--- src/rtl/uart_pkg.sv ---
// uart_pkg: shared types and constants for the UART receive controller.
package uart_pkg;

    localparam int unsigned PRESCALE_W   = 6;
    localparam int unsigned DEF_PRESCALE = 16;

    localparam logic [PRESCALE_W-1:0] PRESCALE_8  = 6'd8;
    localparam logic [PRESCALE_W-1:0] PRESCALE_16 = 6'd16;
    localparam logic [PRESCALE_W-1:0] PRESCALE_32 = 6'd32;

    typedef enum logic [1:0] {
        DISABLED = 2'd0,
        QUAL     = 2'd1,
        ACTIVE   = 2'd2
    } rx_state_t;

    // Configuration payload driven to the receive core
    typedef struct packed {
        logic [PRESCALE_W-1:0] prescale;
        logic                  par_en;
        logic                  par_typ;
    } rx_cfg_t;

    // Only the oversampling ratios the core supports are accepted
    function automatic logic prescale_legal(input logic [PRESCALE_W-1:0] p);
        return (p == PRESCALE_8) || (p == PRESCALE_16) || (p == PRESCALE_32);
    endfunction

endpackage

--- src/rtl/uart_rx_fifo.sv ---
// uart_rx_fifo: DEPTH x 8 synchronous FIFO. The caller guarantees it never
// pushes when full (unless popping) and never pops when empty.
module uart_rx_fifo #(
    parameter int unsigned DEPTH = 8
) (
    input  logic                   clk,
    input  logic                   rst,
    input  logic                   push_i,
    input  logic                   pop_i,
    input  logic [7:0]             wdata_i,
    output logic [7:0]             head_c,
    output logic [$clog2(DEPTH):0] level_o,
    output logic                   empty_o,
    output logic                   full_o
);
    import uart_pkg::*;

    localparam int unsigned AW = $clog2(DEPTH);
    localparam int unsigned LW = AW + 1;

    logic [7:0]    mem_q [DEPTH];
    logic [AW-1:0] wr_ptr_q;
    logic [AW-1:0] rd_ptr_q;
    logic [LW-1:0] level_q;
    logic [LW-1:0] level_d;
    logic          empty_q;
    logic          full_q;

    // Next occupancy: simultaneous push and pop leave it unchanged
    always_comb begin
        level_d = level_q;
        if (push_i && !pop_i) begin
            level_d = level_q + LW'(1);
        end else if (pop_i && !push_i) begin
            level_d = level_q - LW'(1);
        end
    end

    // Pointers, level and registered empty/full flags
    always_ff @(posedge clk) begin
        if (rst) begin
            wr_ptr_q <= '0;
            rd_ptr_q <= '0;
            level_q  <= '0;
            empty_q  <= 1'b1;
            full_q   <= 1'b0;
        end else begin
            if (push_i) wr_ptr_q <= wr_ptr_q + AW'(1);
            if (pop_i)  rd_ptr_q <= rd_ptr_q + AW'(1);
            level_q <= level_d;
            empty_q <= (level_d == '0);
            full_q  <= (level_d == LW'(DEPTH));
        end
    end

    // Storage array, no reset needed
    always_ff @(posedge clk) begin
        if (push_i) mem_q[wr_ptr_q] <= wdata_i;
    end

    assign head_c  = mem_q[rd_ptr_q];
    assign level_o = level_q;
    assign empty_o = empty_q;
    assign full_o  = full_q;

endmodule

--- src/rtl/uart_rx_ctrl.sv ---
// uart_rx_ctrl: pad synchronisation, enable/idle qualification, core config
// and reset, RX byte FIFO and sticky error status for the bus side.
// Define UART_RX_CTRL_IRQ_EN to add the irq_thresh input and irq output.
module uart_rx_ctrl #(
    parameter int unsigned DEPTH        = 8,
    parameter int unsigned DEF_PRESCALE = uart_pkg::DEF_PRESCALE
) (
    input  logic                   clk,
    input  logic                   rst,
    input  logic                   rx_pad_in,
    output logic                   rx_line_out,
    output logic                   rx_core_rst,
    output logic [5:0]             prescale,
    output logic                   par_en,
    output logic                   par_typ,
    input  logic                   rx_data_valid,
    input  logic [7:0]             rx_p_data,
    input  logic                   rx_par_err,
    input  logic                   rx_stop_err,
    input  logic                   en_we,
    input  logic                   en_val,
    input  logic                   cfg_we,
    input  logic [5:0]             cfg_prescale,
    input  logic                   cfg_par_en,
    input  logic                   cfg_par_typ,
    output logic                   cfg_reject,
    input  logic                   rd_req,
    output logic                   rd_valid,
    output logic [7:0]             rd_data,
    output logic [$clog2(DEPTH):0] fifo_level,
    output logic                   fifo_empty,
    output logic                   fifo_full,
    output logic                   par_err_sticky,
    output logic                   stp_err_sticky,
    output logic                   overrun,
    input  logic                   err_clr
`ifdef UART_RX_CTRL_IRQ_EN
    ,
    input  logic [$clog2(DEPTH):0] irq_thresh,
    output logic                   irq
`endif
);
    import uart_pkg::*;

    rx_state_t   state_q, state_d;
    logic [5:0]  idle_cnt_q, idle_cnt_d;
    logic        sync1_q, pad_s_q;
    logic        line_q, core_rst_q;
    rx_cfg_t     cfg_q;
    logic        reject_q;
    logic        rd_valid_q;
    logic [7:0]  rd_data_q;
    logic        par_prev_q, stp_prev_q;
    logic        par_sticky_q, stp_sticky_q, ovr_q;

    logic        active_c, cfg_ok_c;
    logic        push_req_c, push_c, pop_c, ovr_set_c;
    logic        par_rise_c, stp_rise_c;
    logic [7:0]  head_c;

    // Two-flop synchroniser on the asynchronous pad, idle-high
    always_ff @(posedge clk) begin
        if (rst) begin
            sync1_q <= 1'b1;
            pad_s_q <= 1'b1;
        end else begin
            sync1_q <= rx_pad_in;
            pad_s_q <= sync1_q;
        end
    end

    // Enable FSM next state; QUAL waits for prescale consecutive idle clocks
    always_comb begin
        state_d    = state_q;
        idle_cnt_d = '0;
        unique case (state_q)
            DISABLED: begin
                if (en_we && en_val) state_d = QUAL;
            end
            QUAL: begin
                if (pad_s_q) begin
                    idle_cnt_d = idle_cnt_q + 6'd1;
                    if (idle_cnt_d == cfg_q.prescale) state_d = ACTIVE;
                end
            end
            ACTIVE: begin
                state_d = ACTIVE;
            end
            default: begin
                state_d = DISABLED;
            end
        endcase
        if (en_we && !en_val) state_d = DISABLED;
    end

    // FSM state plus the line gate and core reset derived from next state
    always_ff @(posedge clk) begin
        if (rst) begin
            state_q    <= DISABLED;
            idle_cnt_q <= '0;
            line_q     <= 1'b1;
            core_rst_q <= 1'b1;
        end else begin
            state_q    <= state_d;
            idle_cnt_q <= idle_cnt_d;
            line_q     <= (state_d == ACTIVE) ? sync1_q : 1'b1;
            core_rst_q <= (state_d != ACTIVE);
        end
    end

    assign active_c   = (state_q == ACTIVE);
    assign cfg_ok_c   = cfg_we && (state_q == DISABLED) && prescale_legal(cfg_prescale);

    assign pop_c      = rd_req && !fifo_empty;
    assign push_req_c = rx_data_valid && active_c;
    assign push_c     = push_req_c && (!fifo_full || pop_c);
    assign ovr_set_c  = push_req_c && fifo_full && !pop_c;

    assign par_rise_c = rx_par_err  && !par_prev_q && active_c;
    assign stp_rise_c = rx_stop_err && !stp_prev_q && active_c;

    // Core configuration: only legal prescales while disabled
    always_ff @(posedge clk) begin
        if (rst) begin
            cfg_q    <= '{prescale: 6'(DEF_PRESCALE), par_en: 1'b0, par_typ: 1'b0};
            reject_q <= 1'b0;
        end else begin
            if (cfg_ok_c) cfg_q <= '{prescale: cfg_prescale, par_en: cfg_par_en, par_typ: cfg_par_typ};
            reject_q <= cfg_we && !cfg_ok_c;
        end
    end

    uart_rx_fifo #(.DEPTH(DEPTH)) u_fifo (
        .clk     (clk),
        .rst     (rst),
        .push_i  (push_c),
        .pop_i   (pop_c),
        .wdata_i (rx_p_data),
        .head_c  (head_c),
        .level_o (fifo_level),
        .empty_o (fifo_empty),
        .full_o  (fifo_full)
    );

    // Read port: head registered on pop, rd_data holds otherwise
    always_ff @(posedge clk) begin
        if (rst) begin
            rd_valid_q <= 1'b0;
            rd_data_q  <= '0;
        end else begin
            rd_valid_q <= pop_c;
            if (pop_c) rd_data_q <= head_c;
        end
    end

    // Sticky status; a set event wins over a same-cycle clear
    always_ff @(posedge clk) begin
        if (rst) begin
            par_prev_q   <= 1'b0;
            stp_prev_q   <= 1'b0;
            par_sticky_q <= 1'b0;
            stp_sticky_q <= 1'b0;
            ovr_q        <= 1'b0;
        end else begin
            par_prev_q   <= rx_par_err;
            stp_prev_q   <= rx_stop_err;
            par_sticky_q <= par_rise_c | (par_sticky_q & ~err_clr);
            stp_sticky_q <= stp_rise_c | (stp_sticky_q & ~err_clr);
            ovr_q        <= ovr_set_c  | (ovr_q & ~err_clr);
        end
    end

`ifdef UART_RX_CTRL_IRQ_EN
    logic irq_q;

    // Interrupt on level threshold or any sticky error
    always_ff @(posedge clk) begin
        if (rst) begin
            irq_q <= 1'b0;
        end else begin
            irq_q <= ((fifo_level >= irq_thresh) && (irq_thresh != '0))
                     | ovr_q | par_sticky_q | stp_sticky_q;
        end
    end

    assign irq = irq_q;
`endif

    assign rx_line_out    = line_q;
    assign rx_core_rst    = core_rst_q;
    assign prescale       = cfg_q.prescale;
    assign par_en         = cfg_q.par_en;
    assign par_typ        = cfg_q.par_typ;
    assign cfg_reject     = reject_q;
    assign rd_valid       = rd_valid_q;
    assign rd_data        = rd_data_q;
    assign par_err_sticky = par_sticky_q;
    assign stp_err_sticky = stp_sticky_q;
    assign overrun        = ovr_q;

endmodule

--- config.mk ---
export PLATFORM = sky130hd
export DESIGN_NAME = uart_rx_ctrl
export DESIGN_NICKNAME = d
export VERILOG_FILES = /design/src/rtl/uart_pkg.sv /design/src/rtl/uart_rx_fifo.sv /design/src/rtl/uart_rx_ctrl.sv
export SDC_FILE = /design/constraint.sdc
export NUM_CORES = 1
export LEC_CHECK = 0
export BUFFER_PORTS_ARGS = -buffer_cell sky130_fd_sc_hd__buf_2
export CAP_MARGIN = 20
export CORE_MARGIN = 2
export CORE_UTILIZATION = 40
export CTS_BUF_LIST = sky130_fd_sc_hd__clkbuf_2
export DETAILED_ROUTE_END_ITERATION = 10
export PLACE_DENSITY_LB_ADDON = 0.3
export SLEW_MARGIN = 10
export SYNTH_ARGS = -nofsm -noshare
export SYNTH_HDL_FRONTEND = slang
export SYNTH_SLANG_ARGS = --single-unit
export TNS_END_PERCENT = 100
--- constraint.sdc ---
create_clock -name clk -period 5.9 [get_ports clk]
set_input_delay 1.18 -clock clk [delete_from_list [all_inputs] [get_ports clk]]
set_output_delay 1.18 -clock clk [all_outputs]
set_load 0.01 [all_outputs]
# [Yosys cells after proc, flatten, opt, wreduce, memory -nomap -nowiden]
# Memories as Yosys holds them, arrays and structs flattened. A register that Yosys moved wholly into a read port is not among the register bits.
# Index checks and enable logic that the tools add are counted.
[classes] n_bitwise=10 add_sub_neg=5 n_reduce_logical=31 n_mux=9 eq_ne=9
[ops] op="$logic_and 1x1->1" count=16
[ops] op="$logic_not 1->1" count=8
[ops] op="$mux 2" count=4
[ops] op="$mux 4" count=2
[ops] op="$add 3x1->3 const B" count=2
[ops] op="$add 6x1->6 const B" count=1
[ops] op="$eq 6x4->1 const B" count=1
[ops] op="$eq 6x5->1 const B" count=1
[ops] op="$eq 6x6->1" count=1
[ops] op="$eq 6x6->1 const B" count=1
[ops] op="$pmux 2 s3" count=1
[ops] op="$add 4x1->4 const B" count=1
[ops] op="$eq 2x2->1 const B" count=2
[ops] op="$eq 4x4->1 const B" count=1
[ops] op="$logic_not 4->1" count=1
[ops] op="$not 1->1" count=4
[ops] op="$sub 4x1->4 const B" count=1
[ops] op="$and 1x1->1" count=3
[ops] op="$logic_or 1x1->1" count=3
[ops] op="$or 1x1->1" count=3
[ops] op="$reduce_or 3->1" count=1
[ops] op="$eq 2x1->1 const B" count=1
[ops] op="$logic_not 2->1" count=1
[ops] op="$mux 1" count=2
[ops] op="other kinds (2)" count=2
[totals] in_bits=27 ramBits=64 word_cells=86 n_memories=1 reg_bits=39
[memory_table] name="u_fifo.mem_q" words=8 word_bits=8 read_ports=1 rd_ports_with_merged_regs=1 wr=1 line="uart_rx_fifo.sv:21" rtl="logic [7:0] mem_q [DEPTH];"

# [Logic depth before layout (Yosys ltp)]
# Gate-level depths: netlist of run 1.
[logic_depth] ltp_word=9 ltp_mapped=6 ltp_nobuf=6

# [Cells and area by module]
# From an unflattened synthesis of run 1, not the netlist that was laid out.
[hier_totals] hier_cells=322 hier_area_um2=4493.1
[by_module_without_submodules] module="uart_rx_fifo" area_per_inst_um2=3113.0 n_inst=1 cells_each=172
[by_module_without_submodules] module="uart_rx_ctrl" area_per_inst_um2=1380.1 n_inst=1 cells_each=150

# [Least setup slack after synthesis of run 1]
# No wires, ideal clock.
[synth_path] kind="input to register" startpoint="input port rx_data_valid" endpoint="memory u_fifo.mem_q[0][0] (enable)" setup_ns=0.383 t_required_ns=5.517 slack_ns=3.165 arrival_time_ns=2.352 cell_stages=4 path_cell_list="nand3b_4 -> a21oi_1 -> nand2b_1 -> nor3_1"
[synth_between] elab_chain_cells=4
[synth_rtl] item="start, declared" line="uart_rx_ctrl.sv:16" rtl="input logic rx_data_valid,"
[synth_rtl] item="$logic_and 1x1->1" line="uart_rx_ctrl.sv:115" rtl="assign push_req_c = rx_data_valid && active_c;"
[synth_rtl] item="$logic_and 1x1->1" line="uart_rx_ctrl.sv:116" rtl="assign push_c = push_req_c && (!fifo_full || pop_c);"
[synth_rtl] item="$mux 1" line="uart_rx_fifo.sv:58" rtl="if (push_i) mem_q[wr_ptr_q] <= wdata_i;"
[synth_rtl] item="$mux 1 (not written as such)" line="uart_rx_fifo.sv:58"
[synth_rtl] item="end, declared" line="uart_rx_fifo.sv:21"
# No other way between the ends.

# [Worst setup path after layout of run 1]
[layout_path] startpoint="register u_fifo.level_q[1], in the netlist u_fifo.level_o[1]" endpoint="output port fifo_level[1]"
[layout_rtl] item="start, declared" line="uart_rx_fifo.sv:24" rtl="logic [LW-1:0] level_q;"
[layout_rtl] item="start signal, assigned" line="uart_rx_fifo.sv:50" rtl="level_q <= level_d;"
[layout_rtl] item="end, declared" line="uart_rx_ctrl.sv:30" rtl="output logic [$clog2(DEPTH):0] fifo_level,"
# No word-level cell between the ends.

==> results.py, run 1 <==
metrics = {
    "outcome": {
        "status": "finished, final reports clean",
    },
    "finish": {
        "design.final.nets": 395,
        "finish.utilization": 0.4583,
        "fillCellCount": 978,
        "final-seq-area_um2": 2863,
        "mostFrequentLayoutCell": "sky130_fd_sc_hd__edfxtp_1",
        "antennaDiodeCount": 0,
        "layout.cells.most_common_list": "64 x sky130_fd_sc_hd__edfxtp_1, 55 x sky130_fd_sc_hd__buf_2, 47 x sky130_fd_sc_hd__dfxtp_1, 38 x sky130_fd_sc_hd__nor2_1, 16 x sky130_fd_sc_hd__mux4_2",
        "multiInputGateArea_um2": 1441,
        "drive_above_1_share": 0.2717,
        "design_area_um2": 4925,
        "area_grow_syn2layout_pct": 12.55,
    },
    "worst_setup_path": {
        "worstPathArrival_ps": 1360,
        "crit_path_max_incr_delay_ps": 590,
        "critPathTopFamily": "flip-flops",
        "crit_path_end_kind": "primary output",
        "critPathRequiredTime_ps": 4720,
        "worstPathCellList": "buf_2",
        "crit_fanout": 9,
        "critical_path.startpoint_type": "register",
        "timing.critical_path.buf_inv": 1,
        "setup.worst_path.class": "reg2out",
        "worst_path_max_delay_cell": "sky130_fd_sc_hd__dfxtp_1",
    },
    "sta": {
        "timing.final.setup_violations": 0,
        "maxClockFrequency_mhz": 393.2,
        "worstMarginPinSlew_ps": 945.4,
        "tightest_slew_margin_relative_to_the_limit": 0.3669,
        "final_min_period_over_clock_period": 0.4311,
        "fin_crit_ps": 2543,
        "setup_ws_ps": 3357,
        "fin_tns_setup_ps": 0,
        "final.setup_skew_ps": 51.72,
        "finalHoldWorstSlack_ps": 470.9,
        "maxSlewViolCount": 0,
        "hold_viol_final": 0,
        "setup_repair_after_global_routing_missed_its_margin": "no",
    },
    "power_and_ir_drop": {
        "peakVddDrop_uv": 114.2,
        "leakage_power_figure_nw": 1.795,
        "pwr_density_cell_nw_per_um2": 300.8,
    },
    "cts": {
        "postCtsResizedCells": 0,
        "postCtsHoldBufs": 0,
        "worst_skew_pair.late_latency_ps": 590,
        "htree_levels": 3,
        "cts.sinks": 111,
        "post-cts-setup-buffers": 0,
        "root_buffer": "sky130_fd_sc_hd__clkbuf_2",
        "clkTransAtPathRegs_ps": 330,
        "tritoncts": "done",
        "clock_tree.buffer_depth": 2,
        "cts_buffers": 9,
    },
    "synth": {
        "number_of_nets_produced_by_synthesis": 337,
        "yosys_warnings": 0,
        "synth_sequential_area_ratio": 0.6543,
        "netlist-cell-type-count": 45,
        "synth-edff-count": 64,
        "synth.avg_cell_area_um2": 14.35,
        "synth_instances": 305,
        "mappedNetlistArea_um2": 4375,
        "synth_flop_cell": "sky130_fd_sc_hd__edfxtp_1",
        "synthArstFlopShare": 0,
        "synth-seq-cells": 111,
    },
    "worst_hold_path": {
        "hold_path.class": "reg2reg",
    },
    "drt": {
        "viasPerCell": 4.992,
        "detail_route.first_pass.iterations": 4,
        "drc_violation_count_after_routing": 0,
        "wl_per_cell_um": 16.21,
        "vias": 2536,
        "wl_um": 8235,
        "detail-route-antenna-nets": 0,
        "first_iter_violations": 160,
    },
    "global_route": {
        "layer_with_the_highest_usage_after_global_routing": "met2",
        "globalRouteMet1Util": 0.1809,
        "groute.usage.overall": 0.1469,
        "via_count_of_the_first_global_routing_pass": 2467,
        "antenna_found_initial": 0,
        "global_route.usage.met3": 0.03255,
        "grt_first_pass_wirelength_um": 12890,
        "grt_overflow_total": 0,
        "grt_max_degree": 34,
        "global_route.usage.met2": 0.2580,
    },
    "placement": {
        "routabilityCongestion": 0.7422,
        "dp_worst_setup_slack_ps": 2721,
        "detailed_place.area_um2": 4803,
        "placement.io_buffers": 55,
        "detailed_place_hpwl_um": 5773,
    },
    "floorplan": {
        "start_util": 0.4072,
        "io_pins": 56,
        "core_region_um2": 10750,
        "dieArea_um2": 11790,
        "dieHeight_um": 108.6,
        "horizontal_die_dimension_um": 108.6,
        "fp-row-count": 38,
    },
    "job": {
        "number_of_maximum_capacitance_constraint_violations": 0,
    },
}
## worst paths after layout
kind / end / cells past startpoint / slack (ps) / startpoint
worst min register to register: pad_s_q / 1 / 470 / sync1_q
worst min-delay path: pad_s_q / 1 / 470 / sync1_q
worst max register to register: u_fifo.mem_q[0][0] / 5 / 3500 / state_q[1]
worst max-delay path: fifo_level[1] / 1 / 3360 / u_fifo.level_o[1]
## cells in the mapped netlist (all sizes together), types with 3 or more instances
library cell / n / area [um2]
nand3b: 3 / 35.03
mux2i: 14 / 140.1
a211oi: 9 / 67.56
inv: 7 / 26.28
nand3: 5 / 25.02
xor2: 9 / 78.83
and3: 4 / 25.02
o21ai: 5 / 25.02
and2: 3 / 18.77
buf: 5 / 23.77
edfxtp: 64 / 1922
xnor2: 10 / 87.58
nor2b: 4 / 25.02
nor2: 38 / 142.6
dfxtp: 47 / 940.9
ha: 5 / 62.56
nand2: 14 / 52.55
nor3: 4 / 25.02
clkbuf: 6 / 23.77
nand2b: 7 / 43.79
a21oi: 6 / 30.03
mux4: 16 / 360.4
## flip-flops by register name, indices dropped and copies added, names as in the netlist
name and flops:
u_fifo.full_o 1, rd_valid 1, u_fifo.mem_q 64, u_fifo.level_o 4
cfg_reject 1, par_typ 1, par_prev_q 1, stp_err_sticky 1
rx_core_rst 1, u_fifo.empty_o 1, prescale 6, par_err_sticky 1
stp_prev_q 1, par_en 1, state_q 2, pad_s_q 1
u_fifo.wr_ptr_q 3, rx_line_out 1, overrun 1, idle_cnt_q 6
u_fifo.rd_ptr_q 3, rd_data 8, sync1_q 1
## per-layer routing
| layer | up-vias | wire (um) | part of all wire |
|---|---|---|---|
| met5 | - | 0 | 0 |
| li1 | 1239 | - | - |
| met4 | 0 | 84 | 0.010 |
| met1 | 1228 | 3624 | 0.44 |
| met3 | 8 | 399 | 0.048 |
| met2 | 61 | 4127 | 0.50 |
## kinds of logic (layout without fill, tap and decap cells)
| kind of cell | Yosys count | in the layout | synth area share |
|---|---|---|---|
| AO/OA/AOI/OAI | 30 | 30 | 0.05033 |
| XOR/XNOR | 20 | 20 | 0.04347 |
| adder cells (fa/ha/maj) | 5 | 5 | 0.01430 |
| buffers and inverters | 18 | 81 | 0.01687 |
| flip-flops | 111 | 111 | 0.6543 |
| multiplexers | 30 | 30 | 0.1144 |
| AND/OR/NAND/NOR | 91 | 91 | 0.1064 |
## through the flow
step | power, mW | instances
finish | 1.481 | 508
detailed placement | 1.156 | 492
global route | 1.550 | 508
global placement | 1.151 | 490
CTS | 1.501 | 508
floorplan | 1.074 | 305
## final cells by class
type                    count  share of cell area
repair buffers             58             0.06047
well taps                 140             0.03557
clock inverters             7             0.01550
inverters                   7            0.005335
flip-flops and latches    111              0.5813
clock buffers               9            0.009146
multi-input cells         176              0.2927
## power breakdown
group | total, mW | leakage [nW] | internal [mW] | switching (mW)
logic | 0.254 | 0.761 | 0.117 | 0.137
clock network | 0.344 | 0.0756 | 0.0742 | 0.270
registers | 0.884 | 0.958 | 0.851 | 0.0328
total | 1.48 | 1.79 | 1.04 | 0.439
Power figures use the tool's default switching activity.
==> inputs of run 2 (changes only) <==
==> constraint.sdc (replaced) <==
create_clock -name clk -period 2.2 [get_ports clk]
set_input_delay 0.44 -clock clk [delete_from_list [all_inputs] [get_ports clk]]
set_output_delay 0.44 -clock clk [all_outputs]
set_load 0.01 [all_outputs]
==> results.py, run 2 (synthesized netlist as in run 1, its figures left out) <==
metrics = {
    "global_route": {
        "grt_overflow_total": 0,
        "via_count_of_the_first_global_routing_pass": 2468,
        "groute.usage.overall": 0.1451,
        "grt_max_degree": 24,
        "antenna_found_initial": 0,
        "grt_first_pass_wirelength_um": 12720,
    },
    "sta": {
        "final.setup_skew_ps": 51.02,
        "tightest_slew_margin_relative_to_the_limit": 0.6982,
        "fin_crit_ps": 1926,
        "timing.final.setup_violations": 0,
        "final_min_period_over_clock_period": 0.8755,
        "maxSlewViolCount": 0,
        "setup_repair_after_global_routing_missed_its_margin": "no",
        "maxClockFrequency_mhz": 519.2,
        "fin_tns_setup_ps": 0,
        "hold_viol_final": 0,
        "worstMarginPinSlew_ps": 452.6,
    },
    "floorplan": {
        "dieHeight_um": 108.6,
        "start_util": 0.4072,
        "fp-row-count": 38,
        "dieArea_um2": 11790,
        "io_pins": 56,
        "horizontal_die_dimension_um": 108.6,
        "core_region_um2": 10750,
    },
    "finish": {
        "layout.cells.most_common_list": "64 x sky130_fd_sc_hd__edfxtp_1, 55 x sky130_fd_sc_hd__buf_2, 47 x sky130_fd_sc_hd__dfxtp_1, 38 x sky130_fd_sc_hd__nor2_1, 16 x sky130_fd_sc_hd__mux4_2",
        "fillCellCount": 982,
        "mostFrequentLayoutCell": "sky130_fd_sc_hd__edfxtp_1",
        "finish.utilization": 0.4663,
        "area_grow_syn2layout_pct": 14.53,
        "largest_reg_by_ff_count": "u_fifo.mem_q",
        "instances_no_fill": 519,
        "drive_above_1_share": 0.2876,
        "antennaDiodeCount": 0,
        "largest_reg_flops": 64,
        "design.final.nets": 406,
    },
    "worst_setup_path": {
        "worstPathCellList": "nand3b_4 -> a21oi_1 -> nand2b_1 -> nor3_1 -> buf_4",
        "critPathRequiredTime_ps": 2480,
        "worst_path_max_delay_cell": "sky130_fd_sc_hd__dfxtp_1",
        "critical_path.startpoint_type": "register",
        "worstPathArrival_ps": 2210,
        "crit_fanout": 10,
        "crit_path_end_kind": "register",
        "crit_path_max_incr_delay_ps": 560,
        "setup.worst_path.class": "reg2reg",
    },
    "cts": {
        "worst_skew_pair.late_latency_ps": 570,
        "postCtsResizedCells": 0,
        "cts.sinks": 111,
        "htree_levels": 3,
        "cts_buffers": 9,
        "clkTransAtPathRegs_ps": 280,
        "clock_tree.buffer_depth": 2,
        "tritoncts": "done",
        "root_buffer": "sky130_fd_sc_hd__clkbuf_2",
    },
    "drt": {
        "viasPerCell": 4.909,
        "detail_route.first_pass.iterations": 4,
        "wl_um": 8100,
        "wl_per_cell_um": 15.61,
        "detail-route-antenna-nets": 0,
        "drc_violation_count_after_routing": 0,
        "first_iter_violations": 222,
        "vias": 2548,
    },
    "placement": {
        "placement.io_buffers": 55,
        "routabilityCongestion": 0.7849,
        "placed_cells_incl_taps": 502,
        "detailed_place_hpwl_um": 5706,
    },
    "power_and_ir_drop": {
        "peakVddDrop_uv": 336.9,
        "pwr_density_cell_nw_per_um2": 797.2,
        "leakage_power_figure_nw": 1.851,
    },
    "outcome": {
        "status": "finished, final reports clean",
    },
    "worst_hold_path": {
        "hold_path.class": "in2reg",
    },
    "job": {
        "number_of_maximum_capacitance_constraint_violations": 0,
    },
}
-- run 2: worst paths after layout --
kind	start	end	slack [ps]	cells past startpoint
worst min-delay path	rx_par_err	par_prev_q	90	2
worst max-delay path	state_q[1]	u_fifo.mem_q[0][4]	270	5
worst max register to register	state_q[1]	u_fifo.mem_q[0][4]	270	5
worst min register to register	sync1_q	pad_s_q	490	1
-- run 2: metrics by stage --
stage          hold WS, ps  setup slack [ps]  cell area [um2]  power, mW
3_5_place_dp         414.7             276.1             4878      3.096
6_report             87.92             273.9             5011      3.995
3_3_place_gp         423.6             324.1             4878      3.085
4_1_cts              44.18             287.9             5011      4.041
5_1_grt              30.28             134.8             5011      4.204
2_1_floorplan        403.0             196.5             4375      2.879
-- run 2: repair_timing --
item	4_1_cts	5_1_grt
setup buffers	0	0
endpoints found under the hold margin	1	0
hold buffers	1	0
-- run 2: worst max-delay path, delay by kind of cell (launching register included) --
family	cells	cell delay, ps
DFF	1	560
and+or+nand+nor	3	550
AOI/OAI and AO/OA	1	320
buffers and inverters	1	210
-- run 2: area by class of cell --
cell class                      count  area, um2  area share
Sequential cell                   111       2863      0.5713
Multi-Input combinational cell    176       1441      0.2876
Timing Repair Buffer               69      382.9     0.07640
Tap cell                          140      175.2     0.03496
Clock inverter                      7      77.57     0.01548
Clock buffer                        9      45.04    0.008989
Inverter                            7      26.28    0.005243
-- run 2: power by group --
part / internal (mW) / total, mW / leakage (nW) / switching, mW
Clock: 0.278 / 0.947 / 0.0738 / 0.669
Sequential: 2.28 / 2.36 / 0.958 / 0.0825
Combinational: 0.322 / 0.684 / 0.819 / 0.362
-- run 2: layer usage --
metal | global-route usage | part of all wire
met1 | 0.1949 | 0.47
met2 | 0.2330 | 0.47
met3 | 0.03436 | 0.043
met4 | 0.04670 | 0.0096
met5 | 0 | 0
